[src/rtl/cmd_line_parser_pkg.sv]
// cmd_line_parser_pkg: command codes, keyword bytes,
// control characters and parser state encoding.
package cmd_line_parser_pkg;

  typedef enum logic [2:0] {
    CMD_NONE     = 3'd0,
    CMD_START    = 3'd1,
    CMD_WRITE    = 3'd2,
    CMD_READ     = 3'd3,
    CMD_CLEAR    = 3'd4,
    CMD_OVERFLOW = 3'd6,
    CMD_UNKNOWN  = 3'd7
  } cmd_e;

  typedef enum logic [1:0] {
    ST_COLLECT = 2'd0,
    ST_DECODE  = 2'd1,
    ST_HOLD    = 2'd2
  } state_e;

  localparam logic [7:0] CH_CR  = 8'h0D;
  localparam logic [7:0] CH_LF  = 8'h0A;
  localparam logic [7:0] CH_BS  = 8'h08;
  localparam logic [7:0] CH_DEL = 8'h7F;

  // First keyword character sits in the lowest byte.
  localparam logic [39:0] KW_START = 40'h74_72_61_74_73;
  localparam logic [39:0] KW_WRITE = 40'h65_74_69_72_77;
  localparam logic [31:0] KW_READ  = 32'h64_61_65_72;
  localparam logic [39:0] KW_CLEAR = 40'h72_61_65_6C_63;

  function automatic logic [7:0] to_lower(
    input logic [7:0] b
  );
    if (b >= 8'h41 && b <= 8'h5A)
      return b + 8'h20;
    return b;
  endfunction

endpackage

[src/rtl/cmd_line_parser_keyword_match.sv]
// keyword_match: combinational keyword lookup.
// In: line_data, line_len. Out: cmd_code.
module keyword_match
  import cmd_line_parser_pkg::*;
#(
  parameter int LINE_LEN = 32
) (
  input  logic [8*LINE_LEN-1:0] line_data,
  input  logic [5:0]            line_len,
  output logic [2:0]            cmd_code
);

  logic w_len4;
  logic w_len5;
  logic w_start;
  logic w_write;
  logic w_read;
  logic w_clear;
  logic w_empty;

  // Bytes past line_len are always zero, so
  // the length check plus a low-byte compare is exact.
  assign w_len4  = (line_len == 6'd4);
  assign w_len5  = (line_len == 6'd5);
  assign w_empty = (line_len == 6'd0);
  assign w_start = w_len5 && (line_data[39:0] == KW_START);
  assign w_write = w_len5 && (line_data[39:0] == KW_WRITE);
  assign w_clear = w_len5 && (line_data[39:0] == KW_CLEAR);
  assign w_read  = w_len4 && (line_data[31:0] == KW_READ);

  always_comb begin
    cmd_code = CMD_UNKNOWN;
    unique case (1'b1)
      w_empty: cmd_code = CMD_NONE;
      w_start: cmd_code = CMD_START;
      w_write: cmd_code = CMD_WRITE;
      w_read:  cmd_code = CMD_READ;
      w_clear: cmd_code = CMD_CLEAR;
      default: cmd_code = CMD_UNKNOWN;
    endcase
  end

endmodule

[src/rtl/cmd_line_parser.sv]
// cmd_line_parser: collects a text line from a byte
// stream and emits a decoded command on CR.
// Ports: clk_48mhz, reset (async high); rx_* byte
// stream in; cmd_* command out; line_data/line_len.
module cmd_line_parser
  import cmd_line_parser_pkg::*;
#(
  parameter int LINE_LEN = 32
) (
  input  logic                  clk_48mhz,
  input  logic                  reset,
  input  logic [7:0]            rx_data,
  input  logic                  rx_valid,
  output logic                  rx_ready,
  output logic [2:0]            cmd_code,
  output logic                  cmd_valid,
  input  logic                  cmd_ready,
  output logic [8*LINE_LEN-1:0] line_data,
  output logic [5:0]            line_len
);

  localparam int IDXW = $clog2(8 * LINE_LEN);
  localparam logic [5:0] MAXLEN = 6'(LINE_LEN);

  state_e                r_state;
  logic [8*LINE_LEN-1:0] r_line;
  logic [5:0]            r_len;
  logic                  r_ovf;
  logic                  r_valid;
  logic [2:0]            r_code;

  state_e                w_state_nxt;
  logic [8*LINE_LEN-1:0] w_line_nxt;
  logic [5:0]            w_len_nxt;
  logic                  w_ovf_nxt;
  logic                  w_valid_nxt;
  logic [2:0]            w_code_nxt;

  logic            w_accept;
  logic            w_is_cr;
  logic            w_is_lf;
  logic            w_is_bs;
  logic            w_full;
  logic [5:0]      w_len_m1;
  logic [IDXW-1:0] w_wr_idx;
  logic [IDXW-1:0] w_bs_idx;
  logic [2:0]      w_match;

  keyword_match #(
    .LINE_LEN (LINE_LEN)
  ) u_match (
    .line_data (r_line),
    .line_len  (r_len),
    .cmd_code  (w_match)
  );

  // Gate with reset so ready drops the instant
  // reset is asserted, not at the next edge.
  assign rx_ready = (r_state == ST_COLLECT) && !reset;
  assign w_accept = rx_valid && rx_ready;

  assign w_is_cr  = (rx_data == CH_CR);
  assign w_is_lf  = (rx_data == CH_LF);
  assign w_is_bs  = (rx_data == CH_BS) ||
                    (rx_data == CH_DEL);
  assign w_full   = (r_len == MAXLEN);
  assign w_len_m1 = r_len - 6'd1;
  // Truncation only matters when full, where the
  // write index is never used.
  assign w_wr_idx = IDXW'({r_len, 3'b000});
  assign w_bs_idx = IDXW'({w_len_m1, 3'b000});

  always_comb begin
    w_state_nxt = r_state;
    w_line_nxt  = r_line;
    w_len_nxt   = r_len;
    w_ovf_nxt   = r_ovf;
    w_valid_nxt = r_valid;
    w_code_nxt  = r_code;
    unique case (r_state)
      ST_COLLECT: begin
        if (w_accept) begin
          if (w_is_cr) begin
            w_state_nxt = ST_DECODE;
          end else if (w_is_lf) begin
            w_state_nxt = ST_COLLECT;
          end else if (w_is_bs) begin
            if (r_len != 6'd0) begin
              w_len_nxt = w_len_m1;
              w_line_nxt[w_bs_idx +: 8] = 8'h00;
            end
          end else if (w_full) begin
            w_ovf_nxt = 1'b1;
          end else begin
            w_line_nxt[w_wr_idx +: 8] =
              to_lower(rx_data);
            w_len_nxt = r_len + 6'd1;
          end
        end
      end
      ST_DECODE: begin
        if (r_len == 6'd0 && !r_ovf) begin
          w_state_nxt = ST_COLLECT;
        end else begin
          w_state_nxt = ST_HOLD;
          w_valid_nxt = 1'b1;
          w_code_nxt  = r_ovf ? CMD_OVERFLOW
                              : w_match;
        end
      end
      ST_HOLD: begin
        if (cmd_ready) begin
          w_state_nxt = ST_COLLECT;
          w_line_nxt  = '0;
          w_len_nxt   = 6'd0;
          w_ovf_nxt   = 1'b0;
          w_valid_nxt = 1'b0;
          w_code_nxt  = CMD_NONE;
        end
      end
      default: w_state_nxt = ST_COLLECT;
    endcase
  end

  always_ff @(posedge clk_48mhz or posedge reset) begin
    if (reset) begin
      r_state <= ST_COLLECT;
      r_line  <= '0;
      r_len   <= 6'd0;
      r_ovf   <= 1'b0;
      r_valid <= 1'b0;
      r_code  <= CMD_NONE;
    end else begin
      r_state <= w_state_nxt;
      r_line  <= w_line_nxt;
      r_len   <= w_len_nxt;
      r_ovf   <= w_ovf_nxt;
      r_valid <= w_valid_nxt;
      r_code  <= w_code_nxt;
    end
  end

  assign cmd_code  = r_code;
  assign cmd_valid = r_valid;
  assign line_data = r_line;
  assign line_len  = r_len;

endmodule

[config.mk]
export PLATFORM = sky130hd
export DESIGN_NAME = cmd_line_parser
export DESIGN_NICKNAME = d
export VERILOG_FILES = /design/src/rtl/cmd_line_parser_pkg.sv /design/src/rtl/cmd_line_parser_keyword_match.sv /design/src/rtl/cmd_line_parser.sv
export SDC_FILE = /design/constraint.sdc
export NUM_CORES = 1
export LEC_CHECK = 0
export CAP_MARGIN = 5
export CORE_AREA = 2 2 188 227
export DETAILED_ROUTE_END_ITERATION = 16
export DIE_AREA = 0 0 190 229
export PLACE_DENSITY = 0.49
export SLEW_MARGIN = 40
export SYNTH_ARGS = -nofsm -noshare
export SYNTH_HDL_FRONTEND = slang
export SYNTH_SLANG_ARGS = --single-unit
[constraint.sdc]
create_clock -name clk_48mhz -period 26.9 [get_ports clk_48mhz]
set_clock_uncertainty 0.1 [all_clocks]
set_input_delay 6.725 -clock clk_48mhz [delete_from_list [all_inputs] [get_ports clk_48mhz]]
set_output_delay 6.725 -clock clk_48mhz [all_outputs]
set_load 0.01 [all_outputs]
; Word level (Yosys, flattened, before mapping)
; Index checks and enable logic that the tools add are counted.
[word_totals]
register_bits = 269
out_inout_bits = 267
word_cells = 113
[classes]
add_sub_neg = 5
order_cmp = 2
eq_ne = 23
shift = 4
n_mux = 53
reduce_logical = 20
[op_table]
columns = cell, count
row1 = 2-to-1 mux 256 bit, 7
row2 = bitwise mux 256 bit, 2
row3 = one-hot mux 256 bit (2 select lines), 1
row4 = "variable shift 8 x 10 -> 256 bit, first input constant", 2
row5 = variable part select 8 x 10 -> 256 bit, 1
row6 = "variable part select 8 x 10 -> 256 bit, first input constant", 1
row7 = "equality test 40 x 39 -> 1 bit, second input constant", 3
row8 = 2-to-1 mux 8 bit, 8
row9 = 2-to-1 mux 6 bit, 7
row10 = "equality test 32 x 31 -> 1 bit, second input constant", 1
row11 = "equality test 8 x 4 -> 1 bit, second input constant", 3
row12 = negation 8 -> 10 bit, 2
row13 = one-hot mux 3 bit (5 select lines), 1
row14 = 2-to-1 mux 1 bit, 14
row15 = "!= test 2 bit, second input constant", 7
row16 = AND reduction 7 bit, 2
row17 = "equality test 6 x 3 -> 1 bit, second input constant", 2
row18 = one-hot mux 6 bit (2 select lines), 1
row19 = 2-to-1 mux 2 bit, 5
row20 = 2-to-1 mux 3 bit, 3
row21 = "adder 8 x 6 -> 8 bit, second input constant", 1
row22 = "equality test 8 x 7 -> 1 bit, second input constant", 1
row23 = "greater-or-equal comparator 8 x 7 -> 1 bit, second input constant", 1
row24 = "<= comparator 8 x 7 -> 1 bit, second input constant", 1
row25 = other kinds (18), 30

; Depth between registers and ports, before layout
; Gate-level depths: netlist (run 1).
[logic_depth]
ltp_word = 24
ltp_mapped = 14

; Modules after synthesis
; Synthesis (run 1) repeated with hierarchy kept, for this count alone.
[unflattened]
hier_cells = 1146
hier_area_um2 = 12712.2
[by_module_without_submodules]
columns = module, n_inst, cells_per_inst, area_per_inst_um2, seq_area_each_um2
row1 = cmd_line_parser, 1, 1106, 12389.4, 6731.5
row2 = keyword_match, 1, 40, 322.8, 0.0

; Least setup slack after synthesis (run 1)
; No wires, ideal clock.
[synth_timing]
kind = input port to output port
start = input port reset
end = output port rx_ready
arrival_time_ps = 7064
required_ps = 20075
path_slack_ps = 13011
path_stages = 1
path_buffers = 0
cell_sequence = nor3_1
[synth_between]
elab_chain_len = 2
[synth_lines]
columns = element, line
row1 = start: declaration, cmd_line_parser.sv:11  ; input logic reset,
row2 = logical NOT 1 bit (no source line), -
row3 = logical AND 1 bit, cmd_line_parser.sv:59  ; assign rx_ready = (r_state == ST_COLLECT) && !reset;
row4 = end: declaration, cmd_line_parser.sv:14  ; output logic rx_ready,
; No other way between the ends.

; Final worst setup path (run 1)
; Same ends and word-level chain as after synthesis.

==> metrics, run 1 <==
status=finished, final reports clean; Cells after Synth=1134; Area Overhead vs Synth=36.1%; placed cell area=0.0157 sq mm; Starting Density=0.296; final hold viol count=0; clock root cell=clkbuf_16; family with the most delay on the worst path=buffers and inverters; Max Cap Viol=0; Non-Filler Instances=1968; Post-CTS Repair Setup Buffers=0; Least-Margin Pin Slew=0.790 ns; grt total ovfl=0; placed cells=1913; Die Y-Extent=229 microns; Pre-antenna DRT Iters=5; Max-slew headroom=0.471; area leader, netlist=dfrtp_1; Most used DFF post-synth=dfrtp_1; Syn Area/Cell=10.8 sq um; register area=0.00673 sq mm; overall routing resource usage=0.235; RSZ-0062 raised after global routing=no; Port Buffers=278; critical path, cell by cell=clkdlybuf4s50_1, nor3_1, clkdlybuf4s50_1; setup TNS=0 ns; Synth Cell Area=0.0122 sq mm; drt initial violations=899; die width=190 microns; initial antenna violation count=0; clock sink count=269; period utilization=0.558; synth top area cells=dfrtp_1 (55%), a22o_1 (8.5%), nand2_1 (4.0%); DRC=0; Fillers=4020; Layout Utilization=0.403; achievable frequency=0.0666 GHz; Clock Pin Slew Worst Setup and Hold Paths=0.06 ns; TritonCTS Buffers=30; largest net degree at the start of global routing=122; Routed WL per cell=26.3 microns; CTS hold repair buffers=0; design area=0.0166 sq mm; P_leak=6.86 nW; synth unique cells=81; antenna-violating nets left=0; Worst setup EP type=primary output; ANT cells=0; vias in the first global route=11000; maximum clock path buffer count=3; die area=0.0435 sq mm; sequential-to-total area share from yosys stat=0.550; layout cells sized above 1=0.0823; worst hold path type=reg -> reg; Via Count=10900; Seq cells post-synth=269; crit path time final=15.01 ns; PD cells=90.4 mW/mm^2; CP peak stage delay=0.59 ns; PostCTS Resize Cnt=0; Crit-path slowest cell=clkdlybuf4s50_1; Fin Hold WS=0.376 ns; most used cell, CP=clkdlybuf4s50_1; GPL Wtd Cong=0.959; Synth Warn #=0; Setup CP Type=in -> out; Avg Vias per Cell=5.55; H-tree depth=1; Placeable Area=0.0413 sq mm; nets=1419; I/O Pins=279; net count after synthesis=1154; global-route wire length before repair=76.5 mm; asr flop ratio synth=1.00; final setup fails=0; final WL=51.7 mm; cell row count=82; post-synth top area share=0.550; number of enable flip-flop cells after synthesis=0; multi-input logic area=0.00521 sq mm; Max Transition Viols Final=0; Peak supply drop=0.0475 mV; worst path bufs/invs=2; worst-path fanout max=3; Crit path required time=20.08 ns; Setup crit start kind=input port; Clock Latency Late Sink=0.57 ns; TritonCTS clock tree=done; CP arrival=8.19 ns; Post-DP HPWL=36.4 mm
## Yosys cell counts, drive strengths merged, types with 8 or more instances
library cell / number
dfrtp: 269
nand2: 132
a22o: 119
o21ai: 97
nand3: 50
o2bb2ai: 50
nor2: 46
clkbuf: 42
a21oi: 39
a32o: 29
buf: 29
nor3: 21
and3: 20
a31oi: 12
and2: 10
inv: 10
nand2b: 9
nand4: 9
ha: 8
nor2b: 8
or3: 8
## kinds of logic (layout without fill, tap and decap cells)
logic type,count (synthesis),after routing,share of synthesized area
flip-flops,269,269,0.550
AND/OR/NAND/NOR,355,355,0.146
XOR/XNOR,8,8,0.00757
AO/OA/AOI/OAI,412,412,0.258
multiplexers,1,1,0.000818
buffers and inverters,81,369,0.0282
adder cells (fa/ha/maj),8,8,0.00818
## placed cells by master, fill, tap and decap left out, types with 6 or more instances in the layout
cell type        count
clkbuf_1             9
o21ai_1             10
clkdlybuf4s50_1    278
clkbuf_16           31
a32o_1              29
a31oi_1             12
nand2_1            130
buf_4               23
inv_1                9
a22o_1             119
or3_1                8
xnor2_1              6
ha_1                 8
o2bb2ai_1           50
nor3_1              15
nand2b_1             9
nand4_1              9
nor2b_1              8
and3_1              20
clkbuf_8             7
o21ai_0             84
dfrtp_1            269
nand3_1             50
or2_2                6
a21oi_1             37
nor2_1              43
and2_1               8
## sequential cells by signal, indices dropped and copies added (netlist names)
| name | flops |
|---|---|
| r_state | 2 |
| line_data | 256 |
| r_ovf | 1 |
| line_len | 6 |
| cmd_code | 3 |
| cmd_valid | 1 |
## final timing paths
kind / start / end / slack (ns) / depth (start not counted)
min reg2reg: line_data[238] / line_data[238] / 0.38 / 2
max reg2reg: line_len[1] / line_data[96] / 22.51 / 9
max in group asynchronous: reset / line_data[172] / 18.83 / 3
min in group asynchronous: reset / line_data[158] / 6.63 / 2
max: reset / rx_ready / 11.89 / 3
min: line_data[238] / line_data[238] / 0.38 / 2
## worst reg2reg max path, cell delays in order (launching register included)
cell      delay [ns]
dfrtp_1         0.73
inv_1           0.22
ha_1            0.51
nand2_1         0.40
o221ai_1        0.36
or2_2           0.39
a21oi_1         0.59
a21oi_1         0.13
nand3b_1        0.49
a22o_1          0.34
## layer usage
layer | GRT usage | share of wire | up-vias
met1 | 0.311 | 0.42 | 5597
met3 | 0.0493 | 0.070 | 75
met2 | 0.381 | 0.48 | 407
met5 | 0 | 0 | -
li1 | - | - | 4852
met4 | 0.0790 | 0.033 | 0
## power by group
part	switching [mW]	internal, mW	total (mW)
combinational	0.352	0.224	0.576
clock	0.166	0.240	0.406
sequential	0.0554	0.467	0.523
## per-stage QoR
stage                     power [mW]  worst slack, ns
after detailed placement        1.10            11.89
final                           1.50            11.89
after CTS                       1.51            11.88
after global routing            1.58            11.81
after global placement          1.10            11.94
after floorplan                0.807            12.66
## final cells by class
type	count	area share
flip-flops and latches	269	0.404
multi-input cells	784	0.313
repair buffers	304	0.180
clock buffers	47	0.0544
well taps	546	0.0410
clock inverters	8	0.00428
inverters	10	0.00301
Note: power is estimated with default switching activity, not from simulation.
==> run 2: changes to the inputs <==
PLACE_DENSITY = 0.51   (was 0.49)
clock period = 12.71 ns   (was 26.9 ns; I/O delays follow)
==> run 2 against run 1 <==
  * Hold slack better by 0.0022 ns
  * Register-to-register slack got worse by 14 ns
  * Critical path depth unchanged
  * Clock power increased by 130%
  * Clock-buffer cell count decreased by 8
  * Global-route usage fell by 0.078 points
  * First-iteration DRC count is 9.3% lower
  * Utilization up 0.27 points
  * Combinational power is 110% higher
==> metrics, run 2 (synthesized netlist as in run 1, its figures left out) <==
status=finished, final reports clean; Setup CP Type=in -> out; initial antenna violation count=0; cell row count=82; P_leak=6.89 nW; PD cells=196 mW/mm^2; Peak supply drop=0.0923 mV; ANT cells=0; final WL=51.7 mm; Avg Vias per Cell=5.56; final hold viol count=0; Worst setup EP type=primary output; RSZ-0062 raised after global routing=no; Crit path required time=9.43 ns; clock sink count=269; DRC=0; Starting Density=0.296; NetSw=1.23 mW; Least-Margin Pin Slew=0.892 ns; Port Buffers=278; Max Transition Viols Final=0; global-route wire length before repair=76.6 mm; Pre-antenna DRT Iters=7; Post-DP HPWL=36.5 mm; overall routing resource usage=0.234; Area Overhead vs Synth=37.0%; worst hold path type=reg -> reg; Clock Latency Late Sink=0.56 ns; Sw Share=0.374; vias in the first global route=11000; die area=0.0435 sq mm; Gate power share=0.372; nets=1415; maximum clock path buffer count=3; final setup fails=0; worst-path fanout max=3; Max-slew headroom=0.403; Die Y-Extent=229 microns; GPL Wtd Cong=0.955; H-tree depth=1; Post-CTS Repair Setup Buffers=0; largest net degree at the start of global routing=157; Clk pwr share=0.291; crit path time final=7.86 ns; TritonCTS clock tree=done; die width=190 microns; Setup crit start kind=input port; PostCTS Resize Cnt=0; number of flip-flops in the largest register=256; CTS hold repair buffers=0; commonest non-fill, non-tap cell in the layout=clkdlybuf4s50_1; layout cells sized above 1=0.0833; Placeable Area=0.0413 sq mm; period utilization=0.618; P_int=2.05 mW; Via Count=10900; Flop pwr share=0.338; drt initial violations=815; achievable frequency=0.127 GHz; I/O Pins=279; most frequent cells in the layout=clkdlybuf4s50_1 (278), dfrtp_1 (269), nand2_1 (130), a22o_1 (119), o21ai_0 (84); clock root cell=clkbuf_16; setup TNS=0 ns; CP arrival=4.58 ns; Max Cap Viol=0; TritonCTS Buffers=28; grt total ovfl=0; Fin Hold WS=0.378 ns; Routed WL per cell=26.3 microns; antenna-violating nets left=0; Clock Pin Slew Worst Setup and Hold Paths=0.06 ns
==> run 2: cell count changes in the layout (fill, tap and decap cells not counted), moves of 2 or more <==
cell | before | now
clkinvlp_4 | 1 | 3
clkbuf_16 | 31 | 29
buf_4 | 23 | 21
clkbuf_1 | 9 | 4
clkinv_2 | 5 | 3
bufinv_16 | 1 | 7
buf_6 | 3 | 1
==> run 2: metal layers <==
layer / global-route usage / vias up / share of wire
li1: - / 4850 / -
met4: 0.0792 / 0 / 0.033
met2: 0.381 / 403 / 0.48
met3: 0.0524 / 86 / 0.066
met1: 0.307 / 5585 / 0.42
met5: 0 / - / 0
==> run 2: area by class of cell <==
cell class                 instances  area [sq um]
clock inverter                    13           248
timing repair buffer             302          3000
tap                              546           683
sequential                       269          6730
inverter                          10          50.0
multi-input combinational        784          5220
fill                            3988         24600
clock buffer                      39           823
==> run 2: per-stage QoR <==
step                      instance area [sq um]  utilization  setup WS [ns]  std cells  power [mW]
after floorplan                           12200            -           2.02       1134        1.71
after global placement                    15600        0.377           4.82       1909        2.32
after detailed placement                  15600        0.378           4.85       1910        2.32
after CTS                                 16700        0.404           4.85       1962        3.29
after global routing                      16800        0.405           4.78       1963        3.43
final                                     16800        0.405           4.85       1963        3.28
==> run 2: final timing paths <==
path,start,slack [ns],depth (start not counted),end
max in group asynchronous,reset,8.11,4,line_data[42]
min,line_data[237],0.38,2,line_data[237]
max,reset,4.85,3,rx_ready
min in group asynchronous,reset,3.06,2,r_state[0]
max reg2reg,line_len[1],8.28,9,line_data[103]
min reg2reg,line_data[237],0.38,2,line_data[237]
==> run 2: worst max-delay path, cell delays in order <==
cell             delay (ns)
clkdlybuf4s50_1        0.53
nor3_1                 0.29
clkdlybuf4s50_1        0.59
==> run 2: power by group through the flow <==
stage	Combinational, mW	Clock [mW]	Sequential, mW
3_5_place_dp	1.20	0	1.12
3_3_place_gp	1.20	0	1.12
2_1_floorplan	0.556	0	1.15
5_1_grt	1.29	1.01	1.13
4_1_cts	1.21	0.970	1.11
6_report	1.22	0.954	1.11
==> run 3: changes to the inputs <==
clock period = 6.3 ns   (was 12.71 ns; I/O delays follow)
==> run 3 against run 2 <==
  * Sequential power rose by 100%
  * Highest routed layer unchanged
  * Register-to-register slack worse by 6.4 ns
  * Largest cell class unchanged
  * Die area did not move
  * Combinational power grew 100%
  * Total power increased by 100%
  * Cell count is 0.92% higher
  * First-iteration DRC count rose by 7.2%
  * Clock-buffer cell count rose by 6
  * Final area rose by 0.34%
  * Sequential cell count unchanged
  * Via count is 0.76% higher
==> metrics, run 3 (synthesized netlist as in run 1, its figures left out) <==
RR Endpoint=line_data[101]; Placeable Area=0.0413 sq mm; Setup CP Type=in -> reg; vias in the first global route=11300; layout cells sized above 1=0.0892; CP peak stage delay=0.71 ns; P_leak=6.95 nW; maximum clock path buffer count=3; TritonCTS Buffers=30; Worst setup EP type=flip-flop; die width=190 microns; placed cells=1924; Clock Pin Slew Worst Setup and Hold Paths=0.06 ns; worst-path fanout max=16; Setup crit start kind=input port; ANT cells=0; initial antenna violation count=0; period utilization=0.736; Max Transition Viols Final=0; grt total ovfl=0; setup TNS=0 ns; Area Overhead vs Synth=37.5%; PD cells=390 mW/mm^2; P_int=4.06 mW; nets=1431; overall routing resource usage=0.240; number of flip-flops in the largest register=256; I/O Pins=279; Clock Latency Late Sink=0.57 ns; Fin Hold WS=0.384 ns; worst path bufs/invs=1; Non-Filler Instances=1981; hold path depth=2; Via Count=11000; Starting Density=0.296; Flop pwr share=0.344; Post-CTS Repair Setup Buffers=0; TritonCTS clock tree=done; Fillers=3995; Least-Margin Pin Slew=0.871 ns; final WL=52.8 mm; Hold Crit Start=cmd_valid; die area=0.0435 sq mm; DRC=0; R2R depth=10; Port Buffers=278; GPL Wtd Cong=0.987; Reg2Reg Launch Point=line_len[1]; Hold EP=cmd_valid; Die Y-Extent=229 microns; H-tree depth=1; Post-DP HPWL=37.7 mm; most frequent cells in the layout=clkdlybuf4s50_1 (278), dfrtp_1 (269), nand2_1 (130), a22o_1 (119), o21ai_0 (84); Sw Share=0.382; crit path time final=4.64 ns; commonest non-fill, non-tap cell in the layout=clkdlybuf4s50_1; largest net degree at the start of global routing=148; worst hold path type=reg -> reg; clock root cell=clkbuf_16; antenna-violating nets left=0; drt initial violations=874; Max-slew headroom=0.419; Clk pwr share=0.279; global-route wire length before repair=78.5 mm; family with the most delay on the worst path=compound AO/OA/AOI/OAI gates; Peak supply drop=0.189 mV; Crit-path slowest cell=o21ai_1; Avg Vias per Cell=5.56; achievable frequency=0.216 GHz; NetSw=2.50 mW; CTS hold repair buffers=0; final hold viol count=0; Max Cap Viol=0; status=finished, final reports clean; Crit path required time=6.71 ns; Gate power share=0.378; R2R setup slack=1.84 ns; RSZ-0062 raised after global routing=no; critical path, cell by cell=clkdlybuf4s50_1, or4b_4, o22a_1, and2_1, o21ai_1, a221o_1, a22o_1; PostCTS Resize Cnt=0; Pre-antenna DRT Iters=7; Routed WL per cell=26.7 microns; CP arrival=5.05 ns; cell row count=82; final setup fails=0; clock sink count=269
[run 3: per-stage QoR]
step                       util  power, mW  worst slack (ns)  cell area [sq um]
after floorplan               -       3.44              1.07              12200
after global placement    0.380       4.73              1.16              15700
after detailed placement  0.380       4.71              1.17              15700
after CTS                 0.405       6.57              1.64              16800
after global routing      0.407       6.87              1.57              16800
final                     0.407       6.56              1.66              16800
[run 3: layout make-up]
class | count | area (sq um) | share of cell area
clock inverter | 11 | 151 | 0.00901
clock buffer | 45 | 887 | 0.0528
tap | 546 | 683 | 0.0406
sequential | 269 | 6730 | 0.400
multi-input combinational | 784 | 5200 | 0.310
inverter | 10 | 41.3 | 0.00246
timing repair buffer | 316 | 3110 | 0.185
[run 3: worst max-delay path by stage]
| stage | from | to | slack (ns) | depth (start not counted) |
|---|---|---|---|---|
| floorplan | reset | cmd_code[0] | 1.07 | 1 |
| global placement | rx_data[0] | line_data[37] | 1.16 | 9 |
| detailed placement | rx_data[5] | line_data[70] | 1.17 | 7 |
| CTS | reset | rx_ready | 1.64 | 3 |
| global route | reset | rx_ready | 1.57 | 3 |
| finish | rx_data[5] | line_data[64] | 1.66 | 7 |
[run 3: worst reg2reg max path, stage by stage (launching register included)]
cell	delay [ns]
dfrtp_1	0.64
inv_1	0.25
ha_1	0.70
buf_4	0.30
or2_1	0.24
o221ai_1	0.22
or2_2	0.37
a21oi_1	0.50
a21oi_1	0.13
nand3b_1	0.53
a22o_1	0.37
[run 3: routing by layer]
metal / part of all wire / global-route usage
met1: 0.41 / 0.314
met2: 0.48 / 0.390
met3: 0.074 / 0.0523
met4: 0.039 / 0.0896
met5: 0 / 0
[run 3: power by group through the flow]
stage / logic, mW / clock network (mW) / registers (mW)
4_1_cts: 2.44 / 1.87 / 2.26
2_1_floorplan: 1.12 / 0 / 2.32
5_1_grt: 2.63 / 1.95 / 2.29
6_report: 2.48 / 1.83 / 2.26
3_5_place_dp: 2.43 / 0 / 2.28
3_3_place_gp: 2.44 / 0 / 2.28
